==> src/rtl/iir_coef_ctrl_pkg.sv <==
// Shared types and constants for the biquad coefficient controller.
// Q2.13 coefficients, default bank is a 1 MHz notch with r = 0.95.
package iir_ctrl_pkg;

    localparam int COEF_W  = 16;
    localparam int Q13_ONE = 8192;

    typedef logic signed [COEF_W-1:0] coef_t;

    localparam coef_t DEF_B0 = coef_t'(8192);
    localparam coef_t DEF_B1 = coef_t'(-16182);
    localparam coef_t DEF_B2 = coef_t'(8192);
    localparam coef_t DEF_A1 = coef_t'(-15373);
    localparam coef_t DEF_A2 = coef_t'(7393);

    typedef enum logic [1:0] {
        ST_IDLE   = 2'd0,
        ST_CHECK  = 2'd1,
        ST_ARMED  = 2'd2,
        ST_SETTLE = 2'd3
    } state_e;

    localparam logic [2:0] ADDR_B0 = 3'd0;
    localparam logic [2:0] ADDR_B1 = 3'd1;
    localparam logic [2:0] ADDR_B2 = 3'd2;
    localparam logic [2:0] ADDR_A1 = 3'd3;
    localparam logic [2:0] ADDR_A2 = 3'd4;

    typedef struct packed {
        coef_t b0;
        coef_t b1;
        coef_t b2;
        coef_t a1;
        coef_t a2;
    } coef_bank_t;

    localparam coef_bank_t DEF_BANK = '{
        b0: DEF_B0,
        b1: DEF_B1,
        b2: DEF_B2,
        a1: DEF_A1,
        a2: DEF_A2
    };

endpackage

==> src/rtl/iir_coef_ctrl_if.sv <==
// Coefficient write port: valid/ready beat carrying addr, data and commit.
// master drives beats, slave (the controller) returns ready.
interface iir_coef_ctrl_if;
    import iir_ctrl_pkg::*;

    logic       cfg_valid;
    logic       cfg_ready;
    logic [2:0] cfg_addr;
    coef_t      cfg_data;
    logic       cfg_commit;

    modport master (
        output cfg_valid,
        output cfg_addr,
        output cfg_data,
        output cfg_commit,
        input  cfg_ready
    );

    modport slave (
        input  cfg_valid,
        input  cfg_addr,
        input  cfg_data,
        input  cfg_commit,
        output cfg_ready
    );

endinterface

==> src/rtl/iir_coef_ctrl_stab_check.sv <==
// Combinational biquad denominator stability test (stability triangle).
// Widened by two bits so abs() of the most negative value and 1 + a2 cannot overflow.
module iir_stab_check
    import iir_ctrl_pkg::*;
(
    input  coef_t a1,
    input  coef_t a2,
    output logic  pass
);

    localparam int XW = COEF_W + 2;
    localparam logic signed [XW-1:0] ONE_X = XW'(Q13_ONE);

    logic signed [XW-1:0] a1_x;
    logic signed [XW-1:0] a2_x;
    logic signed [XW-1:0] a1_abs;
    logic signed [XW-1:0] a2_abs;
    logic signed [XW-1:0] a1_lim;

    assign a1_x   = {{2{a1[COEF_W-1]}}, a1};
    assign a2_x   = {{2{a2[COEF_W-1]}}, a2};
    assign a1_abs = a1_x[XW-1] ? -a1_x : a1_x;
    assign a2_abs = a2_x[XW-1] ? -a2_x : a2_x;
    assign a1_lim = ONE_X + a2_x;

    assign pass = (a2_abs < ONE_X) && (a1_abs < a1_lim);

endmodule

==> src/rtl/iir_coef_ctrl.sv <==
// Run-time coefficient controller: shadow bank, stability check, sample-aligned swap.
// Optional IIR_COMMIT_CNT_EN adds a saturating commit_cnt output.
module iir_coef_ctrl
    import iir_ctrl_pkg::*;
#(
    parameter int SETTLE_SAMPLES = 64
) (
    input  logic                 clk,
    input  logic                 rst,
    input  logic                 sample_en,
    iir_coef_ctrl_if.slave       cfg,
    output coef_t                coef_b0,
    output coef_t                coef_b1,
    output coef_t                coef_b2,
    output coef_t                coef_a1,
    output coef_t                coef_a2,
    output logic                 filt_clr,
    output logic                 out_mask,
    output logic                 busy,
    output logic [1:0]           err_status,
    input  logic                 err_clr
`ifdef IIR_COMMIT_CNT_EN
    ,
    output logic [15:0]          commit_cnt
`endif
);

    localparam logic [1:0] IDLE   = ST_IDLE;
    localparam logic [1:0] CHECK  = ST_CHECK;
    localparam logic [1:0] ARMED  = ST_ARMED;
    localparam logic [1:0] SETTLE = ST_SETTLE;

    localparam int CNT_W = (SETTLE_SAMPLES > 0) ? $clog2(SETTLE_SAMPLES + 1) : 1;

    logic [1:0]       state;
    coef_bank_t       active;
    coef_bank_t       shadow;
    logic [CNT_W-1:0] cnt;
    logic [1:0]       err_nxt;
    logic             accept;
    logic             illegal;
    logic             stab_ok;

    iir_stab_check u_stab (
        .a1   (shadow.a1),
        .a2   (shadow.a2),
        .pass (stab_ok)
    );

    assign cfg.cfg_ready = (state == IDLE);
    assign accept        = cfg.cfg_valid && cfg.cfg_ready;
    assign illegal       = cfg.cfg_addr > ADDR_A2;
    assign busy          = (state != IDLE);
    // Mask tracks SETTLE exactly: rises the cycle after the swap, falls after the last tick.
    assign out_mask      = (state == SETTLE);

    assign coef_b0 = active.b0;
    assign coef_b1 = active.b1;
    assign coef_b2 = active.b2;
    assign coef_a1 = active.a1;
    assign coef_a2 = active.a2;

    always_comb begin
        err_nxt = err_clr ? 2'b00 : err_status;
        if (accept && illegal) err_nxt[0] = 1'b1;
        if (state == CHECK && !stab_ok) err_nxt[1] = 1'b1;
    end

    always_ff @(posedge clk) begin
        if (rst) begin
            state      <= IDLE;
            active     <= DEF_BANK;
            shadow     <= DEF_BANK;
            cnt        <= '0;
            filt_clr   <= 1'b0;
            err_status <= 2'b00;
`ifdef IIR_COMMIT_CNT_EN
            commit_cnt <= '0;
`endif
        end else begin
            filt_clr   <= 1'b0;
            err_status <= err_nxt;
            case (state)
                IDLE: begin
                    if (accept) begin
                        case (cfg.cfg_addr)
                            ADDR_B0: shadow.b0 <= cfg.cfg_data;
                            ADDR_B1: shadow.b1 <= cfg.cfg_data;
                            ADDR_B2: shadow.b2 <= cfg.cfg_data;
                            ADDR_A1: shadow.a1 <= cfg.cfg_data;
                            ADDR_A2: shadow.a2 <= cfg.cfg_data;
                            default: ;
                        endcase
                        if (cfg.cfg_commit) state <= CHECK;
                    end
                end
                CHECK: begin
                    if (stab_ok) begin
                        state <= ARMED;
                    end else begin
                        shadow <= active;
                        state  <= IDLE;
                    end
                end
                ARMED: begin
                    if (sample_en) begin
                        active   <= shadow;
                        filt_clr <= 1'b1;
                        cnt      <= CNT_W'(SETTLE_SAMPLES);
                        state    <= (SETTLE_SAMPLES == 0) ? IDLE : SETTLE;
`ifdef IIR_COMMIT_CNT_EN
                        if (commit_cnt != 16'hFFFF) commit_cnt <= commit_cnt + 16'd1;
`endif
                    end
                end
                SETTLE: begin
                    if (sample_en) begin
                        cnt <= cnt - 1'b1;
                        if (cnt <= CNT_W'(1)) state <= IDLE;
                    end
                end
                default: state <= IDLE;
            endcase
        end
    end

endmodule

==> src/flat_wrapper.sv <==
// flat-port wrapper written by rule: the top's interface ports become plain ports
module iir_coef_ctrl_flat import iir_ctrl_pkg::*;
#(
    parameter int SETTLE_SAMPLES = 64
)
  (clk, rst, sample_en, coef_b0, coef_b1, coef_b2, coef_a1, coef_a2, filt_clr, out_mask, busy, err_status, err_clr, cfg_cfg_valid, cfg_cfg_addr, cfg_cfg_data, cfg_cfg_commit, cfg_cfg_ready);
  iir_coef_ctrl_if cfg_i ();
  input  logic clk;
  input  logic rst;
  input  logic sample_en;
  output coef_t coef_b0;
  output coef_t coef_b1;
  output coef_t coef_b2;
  output coef_t coef_a1;
  output coef_t coef_a2;
  output logic filt_clr;
  output logic out_mask;
  output logic busy;
  output logic [1:0] err_status;
  input  logic err_clr;
  input wire logic [$bits(cfg_i.cfg_valid)-1:0] cfg_cfg_valid;
  input wire logic [$bits(cfg_i.cfg_addr)-1:0] cfg_cfg_addr;
  input wire logic [$bits(cfg_i.cfg_data)-1:0] cfg_cfg_data;
  input wire logic [$bits(cfg_i.cfg_commit)-1:0] cfg_cfg_commit;
  output wire logic [$bits(cfg_i.cfg_ready)-1:0] cfg_cfg_ready;
  assign cfg_i.cfg_valid = cfg_cfg_valid;
  assign cfg_i.cfg_addr = cfg_cfg_addr;
  assign cfg_i.cfg_data = cfg_cfg_data;
  assign cfg_i.cfg_commit = cfg_cfg_commit;
  assign cfg_cfg_ready = cfg_i.cfg_ready;
  iir_coef_ctrl #(.SETTLE_SAMPLES(SETTLE_SAMPLES)) u_core (.clk(clk), .rst(rst), .sample_en(sample_en), .cfg(cfg_i), .coef_b0(coef_b0), .coef_b1(coef_b1), .coef_b2(coef_b2), .coef_a1(coef_a1), .coef_a2(coef_a2), .filt_clr(filt_clr), .out_mask(out_mask), .busy(busy), .err_status(err_status), .err_clr(err_clr));
endmodule
==> config.mk <==
export PLATFORM = sky130hd
export DESIGN_NAME = iir_coef_ctrl_flat
export DESIGN_NICKNAME = d
export VERILOG_FILES = /design/src/rtl/iir_coef_ctrl_pkg.sv /design/src/rtl/iir_coef_ctrl_if.sv /design/src/rtl/iir_coef_ctrl_stab_check.sv /design/src/rtl/iir_coef_ctrl.sv /design/src/flat_wrapper.sv
export SDC_FILE = /design/constraint.sdc
export NUM_CORES = 1
export LEC_CHECK = 0
export BUFFER_PORTS_ARGS = -buffer_cell sky130_fd_sc_hd__buf_2
export CAP_MARGIN = 10
export CORE_MARGIN = 1
export CORE_UTILIZATION = 55
export CTS_CLUSTER_DIAMETER = 40
export DETAILED_ROUTE_END_ITERATION = 8
export GPL_TIMING_DRIVEN = 0
export PLACE_DENSITY = 0.83
export SYNTH_ARGS = -nofsm -noshare
export SYNTH_HDL_FRONTEND = slang
export SYNTH_SLANG_ARGS = --single-unit
==> constraint.sdc <==
create_clock -name clk -period 4 [get_ports clk]
set_input_delay 0.2 -clock clk [delete_from_list [all_inputs] [get_ports clk]]
set_output_delay 0.2 -clock clk [all_outputs]
set_load 0.02 [all_outputs]
==> results.md <==
- For this block, the routed nets add up to 22800 microns of wire.
- The post-route antenna net violation count is 0.
- CTS placed an instance of sky130_fd_sc_hd__clkbuf_16 at the clock tree root.
- Summing the sequential cell areas from Yosys gives between 40% and 50% of the chip area.
- In this run the horizontal extent of the chip is 122 microns.
- The data required time at the worst endpoint is 4.33 ns.
- The distinct cell type count of the synthesized netlist is 51.
- The flow ran to the end, and the final reports show no timing, DRC or antenna violations.
- The number of max-cap violations is 0.
- Using the TritonRoute via totals, the vias-per-cell ratio works out to approximately 5.9.
- The critical path is of the flop to flop type.
- The clock period could shrink to 3.90 ns.
- Dividing the detail-routed wire length by the instance count gives 19.0 microns.
- The iteration count of the initial detailed-routing pass is 7.
- The repair_antennas step left the layout with diodes totalling 0.
- The most instantiated flip-flop cell in the synthesis netlist is sky130_fd_sc_hd__dfxtp_1.
- Synthesis handed over a netlist of 857 instances.
- Leaving out fill and tap cells, the most frequent cell in the layout is sky130_fd_sc_hd__dfxtp_1.
- Net switching is 27.6% of the power.
- In this run the power density over the cells is 423 nW/um^2.
- The routing usage on met2 is 50.3%.
- The highest clock rate is 256 MHz.
- The clock-pin slew on the worst setup and hold paths is about 0.06 ns.
- Summing all non-filler instances in the final layout gives an area of 9490 sq um.
- Across the routed clock network, the largest skew measured is 0.0135 ns.
- Routability-driven placement finished with a final weighted congestion of 0.961.
- The most heavily used metal layer in global routing is met2.
- The net switching power of the design is between 0.001 and 0.0015 W.
- The net count of the finished layout is 1052.
- The signal on the critical path passes through or4_1 > or4_4 > o31ai_2 > xnor2_1 > ha_1 > nand4_1 > nor2_1 > a22oi_2 > o211ai_1 > o21ai_4 > buf_6 > mux2_4.
- The DRC violation total after the first TritonRoute iteration is approximately 660.
- After layout, the worst path uses a little over nine tenths of the clock period.
- The worst supply voltage drop on vdd is 0.000345 V.
- The largest buffer count on any clock path is 2.
- For this run, design rule violations remaining after detail routing come to 0.
- For this run, global-route usage on met3 was measured as 6.13%.
- The transition time of the tightest slew-check pin is 0.864 ns.
- The critical path's slowest cell is sky130_fd_sc_hd__or4_1.
- The maximum single-stage delay on the critical path is 0.63 ns.
- The leakage dissipation is just over 4 nW.
- The via count of the first global-routing pass is 6484.
- Data on the critical path arrives at its endpoint at 4.23 ns.
- In the global route stage, overall resource usage came out at 30.9%.
- The count of state elements after synthesis is approximately 170.
- The HPWL after detailed placement is 16000 microns.
- The number of endpoints with negative hold slack in the final report was 0.
- The count of flip-flops with a built-in enable after synthesis is 0.
- The count of synthesis-stage warnings from yosys is 0.
- The initial core utilization is 56.8%.
- The final setup violation count is 0.
- Cells fill 67.8% of the core in the end.
- The mapped netlist covers slightly below 8000 sq um.
- The die is 122 microns tall.
- The overall die area is 14900 sq um.
- A synthesized cell averages 9.28 sq um.
- The count of buffers added on input and output ports is 110.
- Along the worst path, the maximum fanout reaches 10.
- The CTS tree is done.
- Registers are responsible for between 40% and 50% of the overall power.
- The final route contains 7055 vias.
- Summing all placed instances gives a cell area of 8730 sq um.
- Clock latency on the worst-skew pair, taken at its later pin, is around 0.44 ns.
- The library cells used most frequently in the layout, excluding fill and tap cells, are sky130_fd_sc_hd__dfxtp_1, sky130_fd_sc_hd__nand2_1, sky130_fd_sc_hd__buf_2, sky130_fd_sc_hd__a21oi_1, sky130_fd_sc_hd__nor2_1.
- The share of post-route cells with drive strength above 1 is a little under a quarter.
- Buffers inserted to repair hold after CTS numbered 0.
- The area added between synthesis and finish is 19.4%.
- Cell internal power was estimated by the tool at 0.00290 W.
- The total congestion overflow is 0.
- Clock tree synthesis inserted a total of 17 buffers.
- The relative slew slack is 42.2%.
- The first global-routing pass estimated roughly 35000 microns of wire.
- The number of antenna violations at the first check in global routing came to 0.
- The H-tree was split into 4 levels.
- The worst setup path is launched from a flop.
- STA classifies the critical path endpoint as a flop.
- The floorplan has 43 rows.
- The combinational group share of total power is 14.8%.
- The clock net in this run drives a total of around 170 sinks.
- In this run the count of I/O pins placed on the die edge is 111.
- The maximum number of pins on one net before global-route repair is 17.
- The kind of path behind the tightest hold check is input pin to flop.
- In this run the register-to-register setup slack is 0.1 ns.
- The filler cell count is 1089.
- The global routing met1 resource utilization is roughly two fifths.
- The async set-or-reset flop fraction in the synthesized netlist is 0%.
- The clock network fraction of total power is between 30% and 40%.
- The final max-slew violation count is 0.
- The core footprint is 14000 sq um.
## power by group through the flow
stage,clock (W),sequential [W],combinational (W)
2_1_floorplan,0,0.00184,0.000395
3_5_place_dp,0,0.00185,0.000543
5_1_grt,0.00167,0.00182,0.000638
4_1_cts,0.00160,0.00181,0.000558
6_report,0.00160,0.00181,0.000595
3_3_place_gp,0,0.00185,0.000533
## Yosys cell counts (2+ instances only)
cell type                  number  area [sq um]
sky130_fd_sc_hd__buf_2          2          10.0
sky130_fd_sc_hd__buf_1          4          15.0
sky130_fd_sc_hd__inv_1         23          86.3
sky130_fd_sc_hd__o21ai_4        4          65.1
sky130_fd_sc_hd__nor2b_1       49           307
sky130_fd_sc_hd__a211oi_1      12          90.1
sky130_fd_sc_hd__mux2_2        30           338
sky130_fd_sc_hd__mux2_4        25           375
sky130_fd_sc_hd__nor3_1         5          25.0
sky130_fd_sc_hd__and2_1         8          50.1
sky130_fd_sc_hd__a22o_1        48           420
sky130_fd_sc_hd__mux2i_1       25           250
sky130_fd_sc_hd__nand3_1        4          20.0
sky130_fd_sc_hd__a21o_1         2          15.0
sky130_fd_sc_hd__nand2b_1       7          43.8
sky130_fd_sc_hd__nor2_1        67           251
sky130_fd_sc_hd__o31ai_1        5          37.5
sky130_fd_sc_hd__xor2_1         3          26.3
sky130_fd_sc_hd__nand2_1      117           439
sky130_fd_sc_hd__nand4_1        3          18.8
sky130_fd_sc_hd__xnor2_1       16           140
sky130_fd_sc_hd__o211ai_1       5          37.5
sky130_fd_sc_hd__a21oi_1       81           405
sky130_fd_sc_hd__ha_1          22           275
sky130_fd_sc_hd__nor4_1         4          25.0
sky130_fd_sc_hd__or3_1          2          12.5
sky130_fd_sc_hd__nor4b_1        2          17.5
sky130_fd_sc_hd__dfxtp_1      172          3440
sky130_fd_sc_hd__or4_1          2          15.0
sky130_fd_sc_hd__buf_6          5          56.3
sky130_fd_sc_hd__clkbuf_1      45           169
sky130_fd_sc_hd__nand3b_1       2          15.0
sky130_fd_sc_hd__o22a_1        17           149
sky130_fd_sc_hd__or2_2          2          12.5
sky130_fd_sc_hd__o41ai_1        2          17.5
sky130_fd_sc_hd__o21ai_0       20           100
## worst paths after layout
check                                 start                                end  cells after the start
max reg2reg  u_core.shadow[21]$_SDFFE_PP1P_     u_core.shadow[70]$_SDFFE_PP0P_                     12
min reg2reg  u_core.shadow[61]$_SDFFE_PP0P_    u_core.coef_b1[13]$_SDFFE_PP0P_                      1
max          u_core.shadow[21]$_SDFFE_PP1P_     u_core.shadow[70]$_SDFFE_PP0P_                     12
min                                 err_clr  u_core.err_status[0]$_SDFFE_PP0P_                      3
## flip-flops by register name, indices dropped and copies added, names as in the netlist, named ones only
| register | count |
|---|---|
| u_core.err_status | 2 |
| u_core.state | 1 |
| u_core.coef_b1 | 16 |
| u_core.coef_a2 | 16 |
| u_core.cnt | 7 |
| u_core.coef_b2 | 16 |
| u_core.coef_b0 | 16 |
| u_core.shadow | 80 |
| u_core.coef_a1 | 16 |
| u_core.filt_clr | 1 |
## critical path, delay by kind of cell, from the launching register on
kind / cells / cell delay [ns]
compound gates: 4 / 1.06
xor+xnor: 1 / 0.14
fa+ha+maj: 1 / 0.27
buf+inv: 1 / 0.24
flops: 1 / 0.38
mux: 1 / 0.31
simple gates: 4 / 1.36
## cell families (layout without fill, tap and decap cells)
family / count (synthesis) / after routing / share of synthesized area (%)
other: 1 / 2 / 0.0472
AND/OR/NAND/NOR: 279 / 279 / 16.5
XOR/XNOR: 19 / 19 / 2.09
buffers and inverters: 79 / 238 / 4.23
multiplexers: 81 / 81 / 12.3
adder cells (fa/ha/maj): 22 / 22 / 3.46
flip-flops: 172 / 172 / 43.3
AO/OA/AOI/OAI: 204 / 204 / 18.1
## what timing repair did
item,in CTS,in global routing
endpoints found under the setup margin,42,49
setup buffers,1,17
pin swaps,1,8
resized for setup,2,6
## metal layers
metal / up-vias / share of wire, %
met2: 328 / 47
met5: - / 0
met3: 57 / 8.7
met4: 0 / 3.6
met1: 3384 / 41
li1: 3286 / -
## through the flow
stage	power, W	instances	hold WS, ns	worst slack [ns]	setup TNS (ns)
finish	0.00401	1197	0.0358	0.0990	0
floorplan	0.00224	858	0.373	0.313	0
global placement	0.00238	1148	0.439	-0.0516	-0.754
CTS	0.00397	1180	0.0258	0.00186	0
global route	0.00413	1197	0.0866	-0.0633	-1.34
detailed placement	0.00239	1148	0.446	-0.134	-3.60
## cell type report
class | instances | area, sq um | share of cell area (%)
buffer | 56 | 267 | 2.81
multi-input combinational | 607 | 4190 | 44.2
timing repair buffer | 128 | 711 | 7.49
tap | 180 | 225 | 2.37
sequential | 172 | 3440 | 36.3
clock buffer | 19 | 453 | 4.77
clock inverter | 12 | 113 | 1.19
inverter | 23 | 86.3 | 0.910
Power figures use the tool's default switching activity.
